## src/rtl/rf_pkg.sv

```systemverilog
`default_nettype none
// ============================================================================
// Module  : rf_pkg
// Purpose : Shared constants and helpers for the multi-port register file.
//           Default widths, the hardwired-zero address, and the slice helper
//           used to locate one port inside a packed multi-port bus.
// Ports   : none (package)
// Revision: 1.0 - initial release
// ============================================================================
package rf_pkg;

  localparam int unsigned RF_DATA_W = 32;
  localparam int unsigned RF_ADDR_W = 5;
  localparam int unsigned ZERO_ADDR = 0;

  // LSB position of port 'port' in a packed bus of 'width'-bit fields.
  function automatic int unsigned port_lsb(input int unsigned port,
                                           input int unsigned width);
    return port * width;
  endfunction

endpackage
`default_nettype wire

```

## src/rtl/reg_file_mp_if.sv

```systemverilog
`default_nettype none
// ============================================================================
// Module  : reg_file_mp_if
// Purpose : Read/write/busy bus of the multi-port register file.
// Ports   : Read_Ctrl, Read_Address (packed per port), Read_Data (packed per
//           port), Read_Busy (per port), Write_Ctrl/Address/Data,
//           Busy_Set/Busy_Address.
//           master = decode/writeback side, slave = register file.
// Revision: 1.0 - initial release
// ============================================================================
interface reg_file_mp_if
  import rf_pkg::*;
#(
  parameter int unsigned DATA_W = RF_DATA_W,
  parameter int unsigned ADDR_W = RF_ADDR_W,
  parameter int unsigned NUM_RD = 2
);

  logic                       Read_Ctrl;
  logic [NUM_RD*ADDR_W-1:0]   Read_Address;
  logic [NUM_RD*DATA_W-1:0]   Read_Data;
  logic [NUM_RD-1:0]          Read_Busy;
  logic                       Write_Ctrl;
  logic [ADDR_W-1:0]          Write_Address;
  logic [DATA_W-1:0]          Write_Data;
  logic                       Busy_Set;
  logic [ADDR_W-1:0]          Busy_Address;

  modport master (
    output Read_Ctrl, Read_Address, Write_Ctrl, Write_Address, Write_Data,
           Busy_Set, Busy_Address,
    input  Read_Data, Read_Busy
  );

  modport slave (
    input  Read_Ctrl, Read_Address, Write_Ctrl, Write_Address, Write_Data,
           Busy_Set, Busy_Address,
    output Read_Data, Read_Busy
  );

endinterface
`default_nettype wire

```

## src/rtl/rf_read_port.sv

```systemverilog
`default_nettype none
// ============================================================================
// Module  : rf_read_port
// Purpose : One registered read port: selects the addressed register and its
//           busy bit, applies optional write bypass and hardwired zero, and
//           captures the result when rd_en_i is high.
// Ports   : clk, rst          - clock, synchronous active-high reset
//           rd_en_i, addr_i   - read enable and address
//           regs_i, busy_i    - storage array and busy vector
//           wr_*_i, set_*_i   - same-cycle write and busy-set (bypass)
//           data_o, busy_o    - registered read data and busy flag
// Revision: 1.0 - initial release
// ============================================================================
module rf_read_port
  import rf_pkg::*;
#(
  parameter int unsigned DATA_W   = RF_DATA_W,
  parameter int unsigned ADDR_W   = RF_ADDR_W,
  parameter bit          BYPASS   = 1'b1,
  parameter bit          ZERO_REG = 1'b1
) (
  input  logic              clk,
  input  logic              rst,
  input  logic              rd_en_i,
  input  logic [ADDR_W-1:0] addr_i,
  input  logic [DATA_W-1:0] regs_i [2**ADDR_W],
  input  logic [2**ADDR_W-1:0] busy_i,
  input  logic              wr_en_i,
  input  logic [ADDR_W-1:0] wr_addr_i,
  input  logic [DATA_W-1:0] wr_data_i,
  input  logic              set_en_i,
  input  logic [ADDR_W-1:0] set_addr_i,
  output logic [DATA_W-1:0] data_o,
  output logic              busy_o
);

  logic [DATA_W-1:0] data_d, data_q;
  logic              busy_d, busy_q;

  always_comb begin
    data_d = regs_i[addr_i];
    busy_d = busy_i[addr_i];
    // A forwarded write retires the old producer, so the register reads as
    // ready unless a new producer is being issued on the same edge.
    if (BYPASS && wr_en_i && (wr_addr_i == addr_i)) begin
      data_d = wr_data_i;
      busy_d = set_en_i && (set_addr_i == addr_i);
    end
    // Zero register overrides everything, including the bypass path.
    if (ZERO_REG && (addr_i == ADDR_W'(ZERO_ADDR))) begin
      data_d = '0;
      busy_d = 1'b0;
    end
  end

  always_ff @(posedge clk) begin
    if (rst) begin
      data_q <= '0;
      busy_q <= 1'b0;
    end else if (rd_en_i) begin
      data_q <= data_d;
      busy_q <= busy_d;
    end
  end

  assign data_o = data_q;
  assign busy_o = busy_q;

endmodule
`default_nettype wire

```

## src/rtl/reg_file_mp.sv

```systemverilog
`default_nettype none
// ============================================================================
// Module  : reg_file_mp
// Purpose : Parametrised multi-read-port register file with hardwired zero,
//           write-to-read bypass and per-register busy scoreboard. Holds the
//           storage, busy vector and write logic; each read port is an
//           rf_read_port instance.
// Ports   : clk  - clock, all state on rising edge
//           rst  - synchronous active-high reset
//           bus  - reg_file_mp_if.slave (read/write/busy bus)
// Revision: 1.0 - initial release
// ============================================================================
module reg_file_mp
  import rf_pkg::*;
#(
  parameter int unsigned DATA_W   = RF_DATA_W,
  parameter int unsigned ADDR_W   = RF_ADDR_W,
  parameter int unsigned NUM_RD   = 2,
  parameter bit          BYPASS   = 1'b1,
  parameter bit          ZERO_REG = 1'b1
) (
  input  logic         clk,
  input  logic         rst,
  reg_file_mp_if.slave bus
);

  localparam int unsigned DEPTH = 2**ADDR_W;

  logic [DATA_W-1:0] regs_q [DEPTH];
  logic [DATA_W-1:0] regs_d [DEPTH];
  logic [DEPTH-1:0]  busy_q, busy_d;
  logic              wr_ok, set_ok;
  logic [NUM_RD*DATA_W-1:0] rd_data;
  logic [NUM_RD-1:0]        rd_busy;

  // Writes and busy-sets to the hardwired zero register are dropped.
  assign wr_ok  = bus.Write_Ctrl &&
                  !(ZERO_REG && (bus.Write_Address == ADDR_W'(ZERO_ADDR)));
  assign set_ok = bus.Busy_Set &&
                  !(ZERO_REG && (bus.Busy_Address == ADDR_W'(ZERO_ADDR)));

  always_comb begin
    regs_d = regs_q;
    busy_d = busy_q;
    if (wr_ok) begin
      regs_d[bus.Write_Address] = bus.Write_Data;
      busy_d[bus.Write_Address] = 1'b0;
    end
    // Applied after the write so a new producer issued on the same edge
    // keeps the register marked pending.
    if (set_ok) begin
      busy_d[bus.Busy_Address] = 1'b1;
    end
  end

  always_ff @(posedge clk) begin
    if (rst) begin
      regs_q <= '{default: '0};
      busy_q <= '0;
    end else begin
      regs_q <= regs_d;
      busy_q <= busy_d;
    end
  end

  for (genvar p = 0; p < NUM_RD; p++) begin : g_rd_port
    rf_read_port #(
      .DATA_W   (DATA_W),
      .ADDR_W   (ADDR_W),
      .BYPASS   (BYPASS),
      .ZERO_REG (ZERO_REG)
    ) u_port (
      .clk        (clk),
      .rst        (rst),
      .rd_en_i    (bus.Read_Ctrl),
      .addr_i     (bus.Read_Address[port_lsb(p, ADDR_W) +: ADDR_W]),
      .regs_i     (regs_q),
      .busy_i     (busy_q),
      .wr_en_i    (bus.Write_Ctrl),
      .wr_addr_i  (bus.Write_Address),
      .wr_data_i  (bus.Write_Data),
      .set_en_i   (bus.Busy_Set),
      .set_addr_i (bus.Busy_Address),
      .data_o     (rd_data[port_lsb(p, DATA_W) +: DATA_W]),
      .busy_o     (rd_busy[p])
    );
  end

  assign bus.Read_Data = rd_data;
  assign bus.Read_Busy = rd_busy;

endmodule
`default_nettype wire

```

## src/flat_wrapper.sv

```systemverilog
// flat-port wrapper written by rule: the top's interface ports become plain ports
module reg_file_mp_flat import rf_pkg::*;
#(
  parameter int unsigned DATA_W   = RF_DATA_W,
  parameter int unsigned ADDR_W   = RF_ADDR_W,
  parameter int unsigned NUM_RD   = 2,
  parameter bit          BYPASS   = 1'b1,
  parameter bit          ZERO_REG = 1'b1
)
  (clk, rst, bus_Read_Ctrl, bus_Read_Address, bus_Write_Ctrl, bus_Write_Address, bus_Write_Data, bus_Busy_Set, bus_Busy_Address, bus_Read_Data, bus_Read_Busy);
  reg_file_mp_if #(.DATA_W(DATA_W), .ADDR_W(ADDR_W), .NUM_RD(NUM_RD)) bus_i ();
  input  logic clk;
  input  logic rst;
  input wire logic [$bits(bus_i.Read_Ctrl)-1:0] bus_Read_Ctrl;
  input wire logic [$bits(bus_i.Read_Address)-1:0] bus_Read_Address;
  input wire logic [$bits(bus_i.Write_Ctrl)-1:0] bus_Write_Ctrl;
  input wire logic [$bits(bus_i.Write_Address)-1:0] bus_Write_Address;
  input wire logic [$bits(bus_i.Write_Data)-1:0] bus_Write_Data;
  input wire logic [$bits(bus_i.Busy_Set)-1:0] bus_Busy_Set;
  input wire logic [$bits(bus_i.Busy_Address)-1:0] bus_Busy_Address;
  output wire logic [$bits(bus_i.Read_Data)-1:0] bus_Read_Data;
  output wire logic [$bits(bus_i.Read_Busy)-1:0] bus_Read_Busy;
  assign bus_i.Read_Ctrl = bus_Read_Ctrl;
  assign bus_i.Read_Address = bus_Read_Address;
  assign bus_i.Write_Ctrl = bus_Write_Ctrl;
  assign bus_i.Write_Address = bus_Write_Address;
  assign bus_i.Write_Data = bus_Write_Data;
  assign bus_i.Busy_Set = bus_Busy_Set;
  assign bus_i.Busy_Address = bus_Busy_Address;
  assign bus_Read_Data = bus_i.Read_Data;
  assign bus_Read_Busy = bus_i.Read_Busy;
  reg_file_mp #(.DATA_W(DATA_W), .ADDR_W(ADDR_W), .NUM_RD(NUM_RD), .BYPASS(BYPASS), .ZERO_REG(ZERO_REG)) u_core (.clk(clk), .rst(rst), .bus(bus_i));
endmodule
```

## config.mk

```make
export PLATFORM = sky130hd
export DESIGN_NAME = reg_file_mp_flat
export DESIGN_NICKNAME = d
export VERILOG_FILES = /design/src/rtl/rf_pkg.sv /design/src/rtl/reg_file_mp_if.sv /design/src/rtl/rf_read_port.sv /design/src/rtl/reg_file_mp.sv /design/src/flat_wrapper.sv
export SDC_FILE = /design/constraint.sdc
export NUM_CORES = 2
export LEC_CHECK = 0
export ABC_AREA = 1
export BUFFER_PORTS_ARGS = -buffer_cell sky130_fd_sc_hd__buf_2
export CAP_MARGIN = 20
export CORE_AREA = 2 2 319 321
export CTS_CLUSTER_DIAMETER = 50
export DETAILED_ROUTE_END_ITERATION = 16
export DIE_AREA = 0 0 321 323
export GPL_ROUTABILITY_DRIVEN = 0
export PLACE_DENSITY_LB_ADDON = 0.25
export SYNTH_ARGS = -nofsm -noshare
export SYNTH_HDL_FRONTEND = slang
export SYNTH_SLANG_ARGS = --single-unit
```

## constraint.sdc

```tcl
create_clock -name clk -period 2.5 [get_ports clk]
set_input_delay 0.5 -clock clk [delete_from_list [all_inputs] [get_ports clk]]
set_output_delay 0.5 -clock clk [all_outputs]
set_load 0.005 [all_outputs]
```

* Word level (Yosys, flattened, before mapping) *
Cells that the tools add are included.

word-level totals
  bits in registers = 1,122
  word-level logic and storage cells = 99

cells by class
  order comparisons = 10
  eq/ne operators = 4
  mux-type cells = 27
  bitwise gates (word level) = 6
  reduce and logical (&&, ||, !) cells = 15

operators by type and width
  operator              number
  $bwmux W1024          1
  $mux W32              11
  $bmux W32 S5          2
  $demux W32 S5         1
  $and A32 B32 Y32      1
  $not A32 Y32          1
  $or A32 B32 Y32       1
  $lt A5 B6 Y1 const B  4
  $eq A5 B5 Y1          4
  $logic_not A5 Y1      4
  $ge A6 B6 Y1 const B  3
  $not A5 Y6            3
  $bmux W1 S5           2
  $demux W1 S5          2
  $ge A5 B1 Y1 const B  2
  $logic_and A1 B1 Y1   9
  $mux W1               8
  $lt A6 B1 Y1 const B  1
  $logic_not A1 Y1      2

* Logic depth before layout (Yosys ltp) *
  depth in word-level cells = 9
  mapped depth = 14
  mapped depth without buffers = 11

* By module *
Synthesis repeated with hierarchy kept, for this count alone.

second synthesis, totals
  cell total of the unflattened synthesis = 9,705
  area total of the unflattened synthesis = 60,315.3 um2

modules (own cells, without submodules)
  module        times used  cells an instance  area an instance (um2)
  reg_file_mp   1           4,265              35,949.5
  rf_read_port  2           2,720              12,182.9

* Worst setup path before layout *
Ideal clock, no wire load.

  kind = input to register
  start = input port bus_Read_Address[0]
  end = register u_core.g_rd_port[0].u_port.busy_q
  data arrival time = 1,703 ps
  required time = 2,368 ps
  path slack = 665 ps
  cell stages on the path = 10
  cells stage by stage = buf_2 inv_1 buf_2 buf_2 nand4_1 nand2_1 clkbuf_1 a21oi_1 nand2_1 a21oi_1

on the way
  cells in the longest elaborated chain, start to end = 4
  elaborated cells on any way between the ends = 9
  those cells by class = eq/ne: 2; mux: 4; reduce/logical: 3

ends and longest elaborated chain
  what                                                         line                RTL
  start, declared                                              flat_wrapper.sv:15  input wire logic [$bits(bus_i.Read_Address)-1:0] bus_Read_Address;
  $bmux W1 S5, or another cell as far along                    rf_read_port.sv:42  busy_d = busy_i[addr_i];
  $mux W1 (not written as such), or another cell as far along  rf_read_port.sv:42
  $mux W1                                                      rf_read_port.sv:45  if (BYPASS && wr_en_i && (wr_addr_i == addr_i)) begin
  $mux W1 (*)                                                  rf_read_port.sv:50  if (ZERO_REG && (addr_i == ADDR_W'(ZERO_ADDR))) begin
  end signal, assigned                                         rf_read_port.sv:62  busy_q <= busy_d;
  end, declared                                                rf_read_port.sv:38  logic busy_d, busy_q;

Every way passes the cells marked *; elsewhere a longest branch is shown, timed or not. The select of a mux whose other input is x is not followed.
A chain may end at the register's enable or synchronous reset.

* Final worst setup path *
  start = register u_core.g_rd_port[0].u_port.data_q[27]
  end = output port bus_Read_Data[27]

RTL lines
  what                    line                RTL
  start, declared         rf_read_port.sv:37  logic [DATA_W-1:0] data_d, data_q;
  start signal, assigned  rf_read_port.sv:61  data_q <= data_d;
  end, declared           flat_wrapper.sv:21  output wire logic [$bits(bus_i.Read_Data)-1:0] bus_Read_Data;

No word-level cell between the ends.

==> flow_metrics.env <==
export IMPL_drtIter0Drc=10900
export IMPL_wl_per_cell_um=24.2
export IMPL_leakagePower_nw=25.1
export IMPL_core_um2=101000
export IMPL_cts_htree_levels=4
export IMPL_synth_nets=8917
export IMPL_drv_slew=0
export IMPL_hold_buffers=0
export IMPL_crit_buf_inv=1
export IMPL_holdCritStartpoint="rst"
export IMPL_status="finished, final reports clean"
export IMPL_maxSlewHeadroom_pct=36.9
export IMPL_port_buffers=122
export IMPL_dieArea_um2=104000
export IMPL_worstReg2RegStart="u_core.regs_q[834]"
export IMPL_numClockSinks=1122
export IMPL_hold_viol_final=0
export IMPL_slowest_stage="dfxtp_1"
export IMPL_final_cell_mix="nand2_1 (2205), nor2_1 (1323), dfxtp_1 (1122)"
export IMPL_grt_util_all_layers_pct=45.4
export IMPL_clock_skew_final_ns=0.0352
export IMPL_switchingPower_mw=12.7
export IMPL_hold_path_endpoint="u_core.g_rd_port[0].u_port.data_o[28]"
export IMPL_rows=117
export IMPL_muxShareOfSynthArea_pct=0
export IMPL_vias_per_cell=6.51
export IMPL_ys_ff_latch=1122
export IMPL_setup_tns_ns=0
export IMPL_clk_pin_slew_ns=0.06
export IMPL_io_pins=123
export IMPL_switching_share_pct=28.5
export IMPL_hp_class="in2reg"
export IMPL_synth_fa_ha_area_share_pct=0
export IMPL_synth_top_area_share_pct=36.9
export IMPL_period_share_pct=93.1
export IMPL_yosysWarnings=0
export IMPL_worstSetupPathType="reg2out"
export IMPL_cts_setup_buffers=0
export IMPL_drt_total_wl_um=243000
export IMPL_clock_fmax_ghz=0.430
export IMPL_die_w_um=321
export IMPL_p_int_mw=31.9
export IMPL_r2r_slack_ns=1.01
export IMPL_combPwrFrac_pct=13.1
export IMPL_cts_root_buf="clkbuf_16"
export IMPL_crit_fanout=2
export IMPL_grt_ovfl_total=0
export IMPL_synthSimpleGateAreaFrac_pct=28.6
export IMPL_rsz0062_at_grt="no"
export IMPL_ir_drop_mv=0.684
export IMPL_cts_buffers=135
export IMPL_tightestPinTransition_ns=0.943
export IMPL_setup_viol_count_final=0
export IMPL_pwr_share_seq_pct=41.4
export IMPL_synth_xor_area_share_pct=0.0863
export IMPL_finalWorstSetupSlack_ns=0.172
export IMPL_dp_slack_ns=0.0990
export IMPL_slowest_delay_ns=0.81
export IMPL_grt_max_degree=129
export IMPL_r2r_end="u_core.g_rd_port[0].u_port.data_o[2]"
export IMPL_dpl_hpwl_um=146000
export IMPL_grt_pass1_wl_um=363000
export IMPL_whs_path_depth=2
export IMPL_synth_top_family_by_area="simple AND/OR/NAND/NOR gates"
export IMPL_antenna_left=0
export IMPL_cellPowerDensity_nw_per_um2=650
export IMPL_clkPwrFrac_pct=45.5
export IMPL_postSynthCellCount=8860
export IMPL_ys_types=37
export IMPL_crit_path_end_kind="primary output"
export IMPL_first_pass_iters=10
export IMPL_clock_latency_ns=0.77
export IMPL_yosys_area_top_type="dfxtp_1"
export IMPL_fin_nets=8672
export IMPL_drc=0
export IMPL_start_util_pct=60.5
export IMPL_drive_above_1_share_pct=11.8
export IMPL_num_vias=65400
export IMPL_syn_area_um2=60900
export IMPL_cp_start_kind="flop"
export IMPL_die_h_um=323
export IMPL_seq_area_frac_synth_pct=36.9
export IMPL_reg2regPathDepth=10
export IMPL_synth_compound_area_share_pct=25.3
export IMPL_maxCapViolCount=0
export IMPL_cp_top_family="flip-flops"
export IMPL_area_growth_pct=12.6
export IMPL_synth_avg_cell_area_um2=6.87
export IMPL_path_cells="buf_2"
export IMPL_final_common_cell="nand2_1"
export IMPL_antenna_found_initial=12
export IMPL_grt_pass1_vias=60400
export IMPL_cts_tree="yes"
export IMPL_cts_resized=0
export IMPL_period_needed_ns=2.33
export IMPL_crit_arrival_ns=1.83
export IMPL_cts_buffer_depth=3
export IMPL_ys_top_cells_by_area="dfxtp_1 (37%), nand2_1 (14%), a211oi_1 (9.2%), nor2_1 (8.2%), nand3_1 (5.8%)"
export IMPL_cp_required_ns=2.00
-- synth_stat cells, drive strengths merged --
master	instances
o2111ai	1
a21boi	2
nand3b	1
a211oi	993
dfxtp	1122
o22ai	3
o211ai	320
xnor2	6
nand2	2208
inv	411
o2111a	1
clkbuf	349
o21ai	253
nor2	1362
a21oi	593
and3	1
nand4	5
nor3	6
or2	2
buf	515
nand3	706
-- area by class of cell --
cell class | instances | area (um^2)
fillers | 8352 | 32200
repair buffers | 482 | 5380
diodes | 4 | 10.0
well taps | 1309 | 1640
flip-flops and latches | 1122 | 22500
clock inverters | 61 | 711
clock buffers | 181 | 3840
inverters | 411 | 1570
multi-input cells | 6463 | 32900
-- stage by stage --
| step | instances | utilization (%) | cell area, um^2 | power, mW | hold slack [ns] |
|---|---|---|---|---|---|
| 2_1_floorplan | 8860 | - | 60900 | 22.2 | 0.416 |
| 3_3_place_gp | 9787 | 63.5 | 64000 | 24.2 | 0.424 |
| 3_5_place_dp | 9787 | 63.5 | 64000 | 24.3 | 0.428 |
| 4_1_cts | 10000 | 68.0 | 68500 | 44.2 | 0.165 |
| 5_1_grt | 10000 | 68.0 | 68500 | 45.5 | 0.209 |
| 6_report | 10000 | 68.1 | 68500 | 44.6 | 0.193 |
-- state kept, by name, summed over array words and instances, names as in the netlist --
signal                          count
u_core.g_rd_port.u_port.busy_o      2
u_core.g_rd_port.u_port.data_o     64
u_core.regs_q                    1024
u_core.busy_q                      32
-- power by group through the flow --
| stage | logic (mW) | clock network [mW] | registers (mW) |
|---|---|---|---|
| global placement | 5.42 | 0 | 18.8 |
| CTS | 5.53 | 20.2 | 18.4 |
| detailed placement | 5.50 | 0 | 18.8 |
| global route | 6.12 | 21.0 | 18.5 |
| floorplan | 3.45 | 0 | 18.7 |
| finish | 5.84 | 20.3 | 18.5 |
-- worst max-delay path by stage --
stage,depth (start not counted),end,from,slack [ns]
after floorplan,10,u_core.g_rd_port[0].u_port.busy_o,bus_Read_Address[0],0.67
after CTS,1,bus_Read_Data[6],u_core.g_rd_port[0].u_port.data_o[6],0.34
after global routing,1,bus_Read_Data[27],u_core.g_rd_port[0].u_port.data_o[27],0.22
final,1,bus_Read_Data[27],u_core.g_rd_port[0].u_port.data_o[27],0.17
after detailed placement,10,u_core.g_rd_port[0].u_port.data_o[31],bus_Write_Address[0],0.1
after global placement,10,u_core.g_rd_port[0].u_port.data_o[31],bus_Write_Address[0],0.13
-- logic make-up after synthesis --
group	count (synthesis)
and+or+nand+nor	4291
xor gates and xnor gates	6
AOI/OAI and AO/OA	2166
buffers and inverters	1275
DFF	1122
-- routing by layer --
| layer | vias to the layer above | part of all wire [%] | global-route usage, % |
|---|---|---|---|
| li1 | 29500 | - | - |
| met1 | 29700 | 35 | 54.0 |
| met2 | 4781 | 40 | 65.6 |
| met3 | 1398 | 15 | 15.5 |
| met4 | 20 | 9.9 | 38.7 |
| met5 | - | 0.099 | 0.926 |
Power figures use the tool's default switching activity.
